### src/rtl/simon_sequencer.sv
`default_nettype none
// ============================================================================
// Module   : simon_sequencer
// Brief    : Simon Says game controller: random colour sequence, LED playback,
//            player entry checking, fail/win reporting.
// Revision : 1.0
// ============================================================================
module simon_sequencer #(
    parameter int          MAX_LEN       = 16,
    parameter int          ON_TICKS      = 12500000,
    parameter int          OFF_TICKS     = 6250000,
    parameter int          TIMEOUT_TICKS = 125000000,
    parameter logic [15:0] SEED          = 16'hACE1
) (
    input  logic       clk_d,
    input  logic       rst_n,
    input  logic       start,
    input  logic [3:0] btn,
    output logic [3:0] led,
    output logic [5:0] level,
    output logic       busy,
    output logic       game_over,
    output logic       win
);

    localparam int c_AW     = $clog2(MAX_LEN);
    localparam int c_IW     = $clog2(MAX_LEN) + 1;
    localparam int c_MAX_T1 = (ON_TICKS > OFF_TICKS) ? ON_TICKS : OFF_TICKS;
    localparam int c_MAX_T  = (TIMEOUT_TICKS > c_MAX_T1) ? TIMEOUT_TICKS : c_MAX_T1;
    localparam int c_TW     = $clog2(c_MAX_T + 1);

    localparam logic [c_TW-1:0] c_ON_LAST  = c_TW'(ON_TICKS - 1);
    localparam logic [c_TW-1:0] c_OFF_LAST = c_TW'(OFF_TICKS - 1);
    localparam logic [c_TW-1:0] c_TMO_LAST = c_TW'(TIMEOUT_TICKS - 1);
    localparam logic [5:0]      c_MAX_LVL  = 6'(MAX_LEN);

    typedef enum logic [3:0] {
        S_IDLE     = 4'd0,
        S_GEN      = 4'd1,
        S_PRE      = 4'd2,
        S_SHOW_ON  = 4'd3,
        S_SHOW_OFF = 4'd4,
        S_WAIT_IN  = 4'd5,
        S_ECHO     = 4'd6,
        S_FAIL     = 4'd7,
        S_WIN      = 4'd8
    } state_t;

    state_t            r_state;
    logic [15:0]       r_lfsr;
    logic [c_TW-1:0]   r_tick;
    logic [c_IW-1:0]   r_idx;
    logic [1:0]        r_mem [0:(1<<c_AW)-1];

    logic              w_restart;
    logic              w_more;
    logic [c_AW-1:0]   w_idx_inc;
    logic [3:0]        w_cur;
    logic [3:0]        w_nxt;

    function automatic logic [3:0] onehot(input logic [1:0] c);
        return 4'b0001 << c;
    endfunction

    assign w_restart = start && (r_state == S_IDLE || r_state == S_FAIL || r_state == S_WIN);
    assign w_more    = (6'(r_idx) + 6'd1) < level;
    assign w_idx_inc = r_idx[c_AW-1:0] + c_AW'(1);
    assign w_cur     = onehot(r_mem[r_idx[c_AW-1:0]]);
    assign w_nxt     = onehot(r_mem[w_idx_inc]);

    // x^16 + x^14 + x^13 + x^11 + 1, free-running from reset
    always_ff @(posedge clk_d or negedge rst_n) begin
        if (!rst_n) begin
            r_lfsr <= SEED;
        end else begin
            r_lfsr <= {r_lfsr[0] ^ r_lfsr[2] ^ r_lfsr[3] ^ r_lfsr[5], r_lfsr[15:1]};
        end
    end

    always_ff @(posedge clk_d) begin
        if (r_state == S_GEN) begin
            r_mem[level[c_AW-1:0]] <= r_lfsr[1:0];
        end
    end

    // Outputs are loaded on each transition so they are valid from a state's first cycle
    always_ff @(posedge clk_d or negedge rst_n) begin
        if (!rst_n) begin
            r_state   <= S_IDLE;
            r_tick    <= '0;
            r_idx     <= '0;
            led       <= 4'h0;
            level     <= 6'd0;
            busy      <= 1'b0;
            game_over <= 1'b0;
            win       <= 1'b0;
        end else if (w_restart) begin
            r_state   <= S_GEN;
            r_tick    <= '0;
            led       <= 4'h0;
            level     <= 6'd0;
            busy      <= 1'b1;
            game_over <= 1'b0;
            win       <= 1'b0;
        end else begin
            r_tick <= r_tick + c_TW'(1);
            case (r_state)
                S_IDLE, S_FAIL: begin
                    r_tick <= '0;
                end
                S_GEN: begin
                    level   <= level + 6'd1;
                    r_idx   <= '0;
                    r_tick  <= '0;
                    r_state <= S_PRE;
                end
                S_PRE: begin
                    if (r_tick == c_OFF_LAST) begin
                        r_tick  <= '0;
                        led     <= w_cur;
                        r_state <= S_SHOW_ON;
                    end
                end
                S_SHOW_ON: begin
                    if (r_tick == c_ON_LAST) begin
                        r_tick  <= '0;
                        led     <= 4'h0;
                        r_state <= S_SHOW_OFF;
                    end
                end
                S_SHOW_OFF: begin
                    if (r_tick == c_OFF_LAST) begin
                        r_tick <= '0;
                        if (w_more) begin
                            r_idx   <= r_idx + c_IW'(1);
                            led     <= w_nxt;
                            r_state <= S_SHOW_ON;
                        end else begin
                            r_idx   <= '0;
                            r_state <= S_WAIT_IN;
                        end
                    end
                end
                S_WAIT_IN: begin
                    if (btn == w_cur) begin
                        r_tick  <= '0;
                        led     <= btn;
                        r_state <= S_ECHO;
                    end else if (btn != 4'h0 || r_tick == c_TMO_LAST) begin
                        r_tick    <= '0;
                        led       <= 4'hF;
                        busy      <= 1'b0;
                        game_over <= 1'b1;
                        r_state   <= S_FAIL;
                    end
                end
                S_ECHO: begin
                    if (r_tick == c_ON_LAST) begin
                        r_tick <= '0;
                        led    <= 4'h0;
                        if (w_more) begin
                            r_idx   <= r_idx + c_IW'(1);
                            r_state <= S_WAIT_IN;
                        end else if (level == c_MAX_LVL) begin
                            led     <= 4'b0101;
                            busy    <= 1'b0;
                            win     <= 1'b1;
                            r_state <= S_WIN;
                        end else begin
                            r_state <= S_GEN;
                        end
                    end
                end
                S_WIN: begin
                    if (r_tick == c_ON_LAST) begin
                        r_tick <= '0;
                        led    <= ~led;
                    end
                end
                default: begin
                    r_state   <= S_IDLE;
                    r_tick    <= '0;
                    led       <= 4'h0;
                    busy      <= 1'b0;
                    game_over <= 1'b0;
                    win       <= 1'b0;
                end
            endcase
        end
    end

endmodule
`default_nettype wire

### config.mk
export PLATFORM = sky130hd
export DESIGN_NAME = simon_sequencer
export DESIGN_NICKNAME = d
export VERILOG_FILES = /design/src/rtl/simon_sequencer.sv
export SDC_FILE = /design/constraint.sdc
export NUM_CORES = 1
export LEC_CHECK = 0
export BUFFER_PORTS_ARGS = -buffer_cell sky130_fd_sc_hd__buf_2
export CORE_ASPECT_RATIO = 0.5
export CORE_MARGIN = 10
export CORE_UTILIZATION = 34
export DETAILED_ROUTE_END_ITERATION = 10
export GPL_ROUTABILITY_DRIVEN = 0
export GPL_TIMING_DRIVEN = 0
export HOLD_SLACK_MARGIN = 0.03
export PLACE_DENSITY = 0.57
export SKIP_CTS_REPAIR_TIMING = 1
export SLEW_MARGIN = 20
export SYNTH_ARGS = -nofsm -noshare
export SYNTH_HDL_FRONTEND = slang
export SYNTH_SLANG_ARGS = --single-unit
### constraint.sdc
create_clock -name clk_d -period 3.6 [get_ports clk_d]
set_input_delay 0.18 -clock clk_d [delete_from_list [all_inputs] [get_ports clk_d]]
set_output_delay 0.18 -clock clk_d [all_outputs]
set_load 0.02 [all_outputs]
==> flow_summary.json, run 1 <==
{
  "ant_nets": 0,
  "worst_slew_pin_slew_ps": 879.3,
  "min_period_over_period_pct": 92.49,
  "p_per_area_nw_per_um2": 512.8,
  "syn-num-nets": 507,
  "crit_fanout": 9,
  "met1_length_um": 5823,
  "ys_types": 59,
  "initial_core_util_pct": 35.47,
  "critPathCaptureType": "flop",
  "clockRootBuffer": "clkbuf_16",
  "synth.ff_latch_count": 97,
  "final_cells": 723,
  "area_delta_synth_final_pct": 13.76,
  "synthArstFlopShare_pct": 67.01,
  "leakage_nw": 2.232,
  "avgViaCountPerCell": 5.266,
  "grt_max_degree": 37,
  "rsz0062_at_grt": "no",
  "ys_warn_count": 0,
  "ys.flop_type": "dfrtp_1",
  "wl_met2_um": 5558,
  "maxSlewViolCount": 0,
  "path_clk_slew_ps": 70,
  "num_rows": 31,
  "finalHoldViolations": 0,
  "top_level_ports": 20,
  "ys_seq_area_share_pct": 49.69,
  "switchingPower_w": 0.0009817,
  "final_nets": 538,
  "seq_area_um2": 2599,
  "max_freq_ghz": 0.3003,
  "nFillCells": 1434,
  "placed_cells": 707,
  "top_layer": "met4",
  "hpwl_um": 8764,
  "antenna_found_initial": 0,
  "whs_ps": 253.6,
  "cp_data_arrival_time_ps": 3600,
  "outcome": "finished clean",
  "grt_pass1_vias": 3736,
  "synth_area_um2": 5228,
  "wl_um": 12030,
  "multi_input_area_um2": 2509,
  "internal-power_w": 0.002068,
  "ir_worst_vdd_mv": 0.2507,
  "dieArea_um2": 21040,
  "drt_first_pass_iters": 5,
  "dr.first_iter.drc_count": 449,
  "fp.dieH_um": 107.7,
  "netlist_instances": 489,
  "post_dp_cell_area_um2": 5593,
  "switching_share_pct": 32.19,
  "start_kind": "flop",
  "portBuffers": 19,
  "skew_ps": 8.174,
  "period_minus_slack_ps": 3330,
  "hold_depth": 3,
  "syn_avg_cell_area_um2": 10.69,
  "seqPwrFrac_pct": 40.9,
  "remaining_drc_errors": 0,
  "finalSetupViolCount": 0,
  "core-area_um2": 14740,
  "worstPathRequired_ps": 3870,
  "clk_latency_ps": 350,
  "path_class": "flop to flop",
  "combPwrFrac_pct": 24.6,
  "cts_buffers": 9,
  "cts_tree": "done",
  "maxSlewHeadroom_pct": 41.23,
  "hold_path_class": "input port to flop",
  "htreeDepth": 3,
  "utilization_pct": 40.35,
  "cts_buffer_depth": 2,
  "num_vias": 3807,
  "cap_violations": 0,
  "reg2regPathDepth": 11,
  "clockPowerShare_pct": 34.5,
  "drive_gt1_share_pct": 13.52,
  "track_usage_pct": 11.71,
  "post_drt_wl_per_cell_um": 16.64,
  "synth_edf_count": 32,
  "cts.sinks": 97,
  "num_antenna_cells": 0,
  "final_cell_area_um2": 5947,
  "p_total_w": 0.003050,
  "die_w_um": 195.4,
  "grt-ovfl-total": 0,
  "grt_pass1_wl_um": 20040,
  "route.met3.wl_um": 505
}
path summary, 6_finish.rpt:
path / start / end / slack [ps]
setup / recovery: r_idx[3] / led[2] / 270
hold / removal: start / r_state[3] / 250
setup reg to reg: r_idx[3] / led[2] / 270
hold reg to reg: r_lfsr[4] / r_lfsr[3] / 340
max in group asynchronous: rst_n / r_lfsr[0] / 2710
min in group asynchronous: rst_n / r_tick[26] / 300
sequential cells by signal, indices dropped and copies added, names as in the netlist:
| register | flops |
|---|---|
| game_over | 1 |
| r_tick | 27 |
| r_state | 4 |
| win | 1 |
| r_lfsr | 16 |
| led | 4 |
| busy | 1 |
| level | 6 |
| r_idx | 5 |
| r_mem | 32 |
power by group through the flow:
stage | Combinational [W] | Clock (W) | Sequential (W)
finish | 0.000751 | 0.00105 | 0.00125
global route | 0.000833 | 0.00113 | 0.00126
CTS | 0.000741 | 0.00108 | 0.00125
detailed placement | 0.000737 | 0 | 0.00127
global placement | 0.000736 | 0 | 0.00127
floorplan | 0.000493 | 0 | 0.00130
per-stage QoR:
stage,setup WS (ps),setup TNS [ps]
after floorplan,563.4,0
after global placement,-152.5,-598.5
after detailed placement,-232.9,-1097
after CTS,-258.6,-1244
after global routing,57.76,0
final,270.3,0
placed cells by master, fill, tap and decap left out, drive strengths merged, types with 7 or more instances in the layout:
cell type | Yosys | layout
a21oi | 16 | 16
buf | 3 | 23
clkbuf | 20 | 28
dfrtp | 57 | 57
dfstp | 8 | 8
edfxtp | 32 | 32
ha | 11 | 11
inv | 12 | 15
mux4 | 18 | 18
nand2 | 27 | 27
nand2b | 7 | 7
nand3 | 22 | 22
nand4 | 10 | 10
nor2 | 83 | 83
nor2b | 10 | 10
nor3 | 18 | 18
o21ai | 10 | 10
xnor2 | 19 | 19
xor2 | 18 | 18
worst max-delay path, cell delays in order (launching register included):
cell and delay [ps]:
dfrtp_1 320, clkbuf_1 470, xor2_4 310, inv_1 80, ha_1 190, or3_1 370
o221ai_1 250, a21oi_1 260, a22oi_1 200, o21ai_0 150, or3_1 490, o2bb2ai_1 170
area by class of cell:
class / count / share of cell area, %
Clock buffer: 9 / 3.787
Tap cell: 198 / 4.166
Sequential cell: 97 / 43.70
Inverter: 12 / 0.7574
Buffer: 22 / 1.557
Multi-Input combinational cell: 357 / 42.18
Timing Repair Buffer: 21 / 2.146
Clock inverter: 7 / 1.704
cell usage after synthesis, drive strengths merged, types with 2 or more instances:
| library cell | instances | area [µm²] |
|---|---|---|
| a21o | 5 | 37.54 |
| a21oi | 16 | 80.08 |
| a22oi | 3 | 22.52 |
| a2bb2oi | 2 | 17.52 |
| a31oi | 3 | 18.77 |
| and2 | 6 | 37.54 |
| and3 | 6 | 37.54 |
| and4 | 6 | 52.55 |
| buf | 3 | 20.01 |
| clkbuf | 20 | 75.07 |
| dfrtp | 57 | 1426 |
| dfstp | 8 | 210.2 |
| edfxtp | 32 | 960.9 |
| ha | 11 | 137.6 |
| inv | 12 | 45.04 |
| mux2i | 5 | 50.05 |
| mux4 | 18 | 412.9 |
| nand2 | 27 | 101.4 |
| nand2b | 7 | 43.79 |
| nand3 | 22 | 110.1 |
| nand3b | 3 | 22.52 |
| nand4 | 10 | 62.56 |
| nand4b | 2 | 17.52 |
| nor2 | 83 | 311.6 |
| nor2b | 10 | 62.56 |
| nor3 | 18 | 90.09 |
| nor4 | 2 | 12.51 |
| nor4b | 5 | 50.04 |
| nor4bb | 2 | 20.02 |
| o21a | 2 | 15.01 |
| o21ai | 10 | 50.05 |
| o21bai | 2 | 15.01 |
| o221ai | 2 | 17.52 |
| o22ai | 3 | 18.77 |
| o2bb2ai | 5 | 43.79 |
| o41ai | 2 | 17.52 |
| or2 | 2 | 12.51 |
| or3 | 6 | 42.54 |
| xnor2 | 19 | 166.4 |
| xor2 | 18 | 157.7 |
routing by layer:
| metal | up-vias | GRT usage (%) |
|---|---|---|
| met3 | 13 | 2.332 |
| met5 | - | 0 |
| met1 | 1880 | 15.81 |
| met2 | 83 | 18.46 |
| li1 | 1831 | - |
| met4 | 0 | 3.792 |
logic make-up after synthesis:
family | share of synthesized area [%]
XOR/XNOR | 6.199
adder cells (fa/ha/maj) | 2.633
AND/OR/NAND/NOR | 21.47
AO/OA/AOI/OAI | 8.258
buffers and inverters | 2.680
multiplexers | 9.071
flip-flops | 49.69
No activity file was read; power rests on OpenSTA's default activity.
==> run 2: changes to the inputs <==
--- a/config.mk
+++ b/config.mk
@@ -9,10 +9,12 @@
 export CORE_ASPECT_RATIO = 0.5
 export CORE_MARGIN = 10
 export CORE_UTILIZATION = 34
+export CTS_BUF_LIST = sky130_fd_sc_hd__clkbuf_16
 export DETAILED_ROUTE_END_ITERATION = 10
 export GPL_ROUTABILITY_DRIVEN = 0
 export GPL_TIMING_DRIVEN = 0
 export HOLD_SLACK_MARGIN = 0.03
+export MAX_ROUTING_LAYER = met4
 export PLACE_DENSITY = 0.57
 export SKIP_CTS_REPAIR_TIMING = 1
 export SLEW_MARGIN = 20
==> flow_summary.json, run 2 (synthesis results as in run 1) <==
{
  "leakage_nw": 2.232,
  "maxSlewViolCount": 0,
  "clk_latency_ps": 350,
  "tns_ps": 0,
  "seq_area_um2": 2599,
  "cp_data_arrival_time_ps": 3620,
  "critPathCaptureType": "flop",
  "rr_startpoint": "r_idx[3]",
  "ir_worst_vdd_mv": 0.2505,
  "avgViaCountPerCell": 5.296,
  "ant_nets": 0,
  "nFillCells": 1434,
  "dieArea_um2": 21040,
  "worst_slew_pin_slew_ps": 889.7,
  "crit_chain": "clkbuf_1 > xor2_4 > inv_1 > ha_1 > or3_1 > o221ai_1 > a21oi_1 > a22oi_1 > o21ai_0 > or3_1 > o2bb2ai_1",
  "maxSlewHeadroom_pct": 40.53,
  "largest_reg_flops": 32,
  "fp.dieH_um": 107.7,
  "portBuffers": 19,
  "crit_top_cell": "or3_1",
  "cts_tree": "done",
  "period_minus_slack_ps": 3350,
  "die_w_um": 195.4,
  "final_nets": 538,
  "r2r_setup_slack_ps": 250,
  "finalSetupViolCount": 0,
  "setup_slack_ps": 249.9,
  "max_freq_ghz": 0.2985,
  "grt_max_degree": 37,
  "track_usage_pct": 12.06,
  "dp_worst_setup_slack_ps": -232.9,
  "top_level_ports": 20,
  "drt_first_pass_iters": 5,
  "crit_path_start": "r_idx[3]",
  "area_delta_synth_final_pct": 13.76,
  "cp_top_family": "compound AO/OA/AOI/OAI gates",
  "whs_ps": 259.6,
  "crit_fanout": 9,
  "wl_um": 12000,
  "final_cell_area_um2": 5947,
  "hp-start": "start",
  "worstPathRequired_ps": 3870,
  "start_kind": "flop",
  "skew_ps": 7.459,
  "cp_num_buf_inv": 2,
  "grt_pass1_vias": 3737,
  "finalHoldViolations": 0,
  "htreeDepth": 3,
  "outcome": "finished clean",
  "p_per_area_nw_per_um2": 512.9,
  "cap_violations": 0,
  "remaining_drc_errors": 0,
  "min_period_over_period_pct": 93.06,
  "cts_buffers": 9,
  "drive_gt1_share_pct": 13.52,
  "crit_slowest_cell": "or3_1",
  "hpwl_um": 8764,
  "core-area_um2": 14740,
  "cts_buffer_depth": 2,
  "grt_pass1_wl_um": 20040,
  "dr.first_iter.drc_count": 427,
  "cpPeakStageDelay_ps": 490,
  "post_drt_wl_per_cell_um": 16.60,
  "antenna_found_initial": 0,
  "num_rows": 31,
  "num_antenna_cells": 0,
  "post_dp_cell_area_um2": 5593,
  "grt-ovfl-total": 0,
  "initial_core_util_pct": 35.47,
  "path_class": "flop to flop",
  "clockRootBuffer": "clkbuf_16",
  "cts.sinks": 97,
  "p_total_w": 0.003050,
  "path_clk_slew_ps": 70,
  "hold_path_class": "input port to flop",
  "num_vias": 3829,
  "layout_common_cells": "nor2_1 (83), dfrtp_1 (56), edfxtp_1 (32), nand2_1 (27), nand3_1 (22)",
  "multi_input_area_um2": 2509,
  "rsz0062_at_grt": "no",
  "final_common_cell": "nor2_1"
}
run 2: cell counts in the layout (fill, tap and decap cells not counted):
Identical to the previous run, type by type.
run 2: area by class of cell:
class | instances | area share, %
clock buffer | 9 | 3.787
inverter | 12 | 0.7574
buffer | 22 | 1.557
timing repair buffer | 21 | 2.146
clock inverter | 7 | 1.704
tap | 198 | 4.166
multi-input combinational | 357 | 42.18
sequential | 97 | 43.70
run 2: path summary, 6_finish.rpt:
kind                       cells after the start          to
setup / recovery                              11      led[2]
hold / removal                                 3  r_state[3]
setup reg to reg                              11      led[2]
hold reg to reg                                0   r_lfsr[3]
max in group asynchronous                      3   r_lfsr[0]
min in group asynchronous                      2  r_tick[26]
run 2: metal layers:
metal | track usage, % | up-vias | part of all wire [%]
met2 | 18.51 | 88 | 46
met5 | - | - | 0
met1 | 15.78 | 1892 | 49
met3 | 2.332 | 18 | 3.0
met4 | 3.792 | 0 | 1.3
li1 | - | 1831 | -
run 2: report_power, final:
| part | total (W) | leakage (nW) | switching, W | internal, W |
|---|---|---|---|---|
| logic | 0.000751 | 0.921 | 0.000498 | 0.000253 |
| clock network | 0.00105 | 0.155 | 0.000434 | 0.000617 |
| registers | 0.00125 | 1.16 | 0.0000503 | 0.00120 |
run 2: through the flow:
step	util, %	cells
after CTS	40.16	723
after floorplan	-	489
after global placement	37.79	706
after detailed placement	37.95	707
after global routing	40.35	723
final	40.35	723
run 2: worst min-delay path: cells and delay by family:
family	cells	cell delay (ps)
compound gates	1	170
buf+inv	1	110
simple gates	1	90
==> run 3: changes to the inputs <==
--- a/config.mk
+++ b/config.mk
@@ -15,7 +15,6 @@
 export GPL_TIMING_DRIVEN = 0
 export HOLD_SLACK_MARGIN = 0.03
 export MAX_ROUTING_LAYER = met4
-export PLACE_DENSITY = 0.57
 export SKIP_CTS_REPAIR_TIMING = 1
 export SLEW_MARGIN = 20
 export SYNTH_ARGS = -nofsm -noshare
==> flow_summary.json, run 3 (synthesis results as in run 1) <==
{
  "switching_share_pct": 30.09,
  "drive_gt1_share_pct": 13.55,
  "min_period_over_period_pct": 90.90,
  "rr_startpoint": "r_idx[1]",
  "outcome": "finished clean",
  "dr.first_iter.drc_count": 337,
  "finalHoldViolations": 0,
  "period_minus_slack_ps": 3272,
  "dieArea_um2": 21040,
  "crit_path_start": "r_idx[1]",
  "num_antenna_cells": 0,
  "num_vias": 3766,
  "crit_top_cell": "or3_1",
  "cts_buffer_depth": 2,
  "ant_nets": 0,
  "initial_core_util_pct": 35.47,
  "tns_ps": 0,
  "cts_tree": "done",
  "cp_num_buf_inv": 2,
  "drt_first_pass_iters": 5,
  "layout_common_cells": "nor2_1 (83), dfrtp_1 (56), edfxtp_1 (32), nand2_1 (27), nand3_1 (22)",
  "switchingPower_w": 0.0009519,
  "nFillCells": 1420,
  "cap_violations": 0,
  "clk_latency_ps": 350,
  "grt-ovfl-total": 0,
  "finalSetupViolCount": 0,
  "die_w_um": 195.4,
  "avgViaCountPerCell": 5.216,
  "dp_worst_setup_slack_ps": -182.4,
  "rsz0062_at_grt": "no",
  "worst_slew_pin_slew_ps": 852.7,
  "cp_top_family": "simple AND/OR/NAND/NOR gates",
  "clockRootBuffer": "clkbuf_16",
  "cts.sinks": 97,
  "path_class": "flop to flop",
  "final_nets": 537,
  "ir_worst_vdd_mv": 0.2473,
  "htreeDepth": 3,
  "antenna_found_initial": 0,
  "grt_max_degree": 35,
  "cpPeakStageDelay_ps": 460,
  "leakage_nw": 2.264,
  "track_usage_pct": 11.99,
  "largest_reg_flops": 32,
  "core-area_um2": 14740,
  "clockPowerShare_pct": 36.8,
  "combPwrFrac_pct": 23.7,
  "grt_pass1_vias": 3773,
  "hold_path_class": "input port to flop",
  "critPathCaptureType": "flop",
  "top_level_ports": 20,
  "maxSlewHeadroom_pct": 43.00,
  "area_delta_synth_final_pct": 14.67,
  "num_rows": 31,
  "setup_slack_ps": 327.5,
  "crit_chain": "buf_6 > nand3_1 > xor2_4 > inv_1 > ha_1 > or3_1 > o221ai_1 > a21oi_2 > a22oi_1 > o21ai_0 > or3_1 > o2bb2ai_1",
  "path_clk_slew_ps": 70,
  "final_common_cell": "nor2_1",
  "wl_um": 11840,
  "post_drt_wl_per_cell_um": 16.39,
  "hpwl_um": 8778,
  "fp.dieH_um": 107.7,
  "skew_ps": 11.07,
  "worstPathRequired_ps": 3860,
  "cp_data_arrival_time_ps": 3540,
  "maxSlewViolCount": 0,
  "crit_slowest_cell": "or3_1",
  "p_per_area_nw_per_um2": 527.8,
  "hp-start": "start",
  "max_freq_ghz": 0.3056,
  "internal-power_w": 0.002212,
  "seq_area_um2": 2599,
  "grt_pass1_wl_um": 19960,
  "multi_input_area_um2": 2512,
  "portBuffers": 19,
  "start_kind": "flop",
  "crit_fanout": 10,
  "seqPwrFrac_pct": 39.5,
  "cts_buffers": 9,
  "remaining_drc_errors": 0
}
==> run 3: cell type report <==
| cell class | instances | share of cell area [%] |
|---|---|---|
| Multi-Input combinational cell | 357 | 41.91 |
| Inverter | 12 | 0.7514 |
| Tap cell | 198 | 4.133 |
| Sequential cell | 97 | 43.35 |
| Buffer | 21 | 1.482 |
| Timing Repair Buffer | 21 | 2.129 |
| Clock inverter | 5 | 1.649 |
| Clock buffer | 11 | 4.592 |
==> run 3: worst paths after layout <==
path                         endpoint  slack (ps)  cells after the start
min                        r_state[3]         230                      3
max reg2reg                    led[1]         330                     12
min reg2reg                 r_lfsr[8]         350                      0
max in group asynchronous  r_tick[13]        2750                      3
min in group asynchronous   r_lfsr[9]         330                      2
max                            led[1]         330                     12
==> run 3: worst reg2reg max path, cell delays in order, from the launching register on <==
cell	delay [ps]
dfrtp_1	440
buf_6	200
nand3_1	180
xor2_4	280
inv_1	80
ha_1	200
or3_1	370
o221ai_1	280
a21oi_2	170
a22oi_1	210
o21ai_0	160
or3_1	460
o2bb2ai_1	160
==> run 3: metal layers <==
layer,vias up,track usage [%],share of wire [%]
met5,-,-,0
met4,0,3.738,1.5
li1,1835,-,-
met3,15,2.705,4.1
met2,81,19.33,47
met1,1835,14.75,47
==> run 3: through the flow <==
step                      util, %  total power, W  cell area [µm²]  instances  hold slack, ps
after CTS                   40.48        0.003186             5967        723          -205.5
final                       40.67        0.003164             5995        722           227.1
after global placement      37.79        0.002002             5570        706           332.4
after detailed placement    37.95        0.002012             5593        707           166.2
after global routing        40.67        0.003326             5995        722           244.5
after floorplan                 -        0.001788             5228        489          -115.6
==> run 3: power by group through the flow <==
| stage | clock (W) | sequential, W | combinational [W] |
|---|---|---|---|
| finish | 0.00117 | 0.00125 | 0.000749 |
| floorplan | 0 | 0.00130 | 0.000493 |
| detailed placement | 0 | 0.00127 | 0.000741 |
| global placement | 0 | 0.00127 | 0.000731 |
| CTS | 0.00119 | 0.00125 | 0.000745 |
| global route | 0.00123 | 0.00126 | 0.000836 |
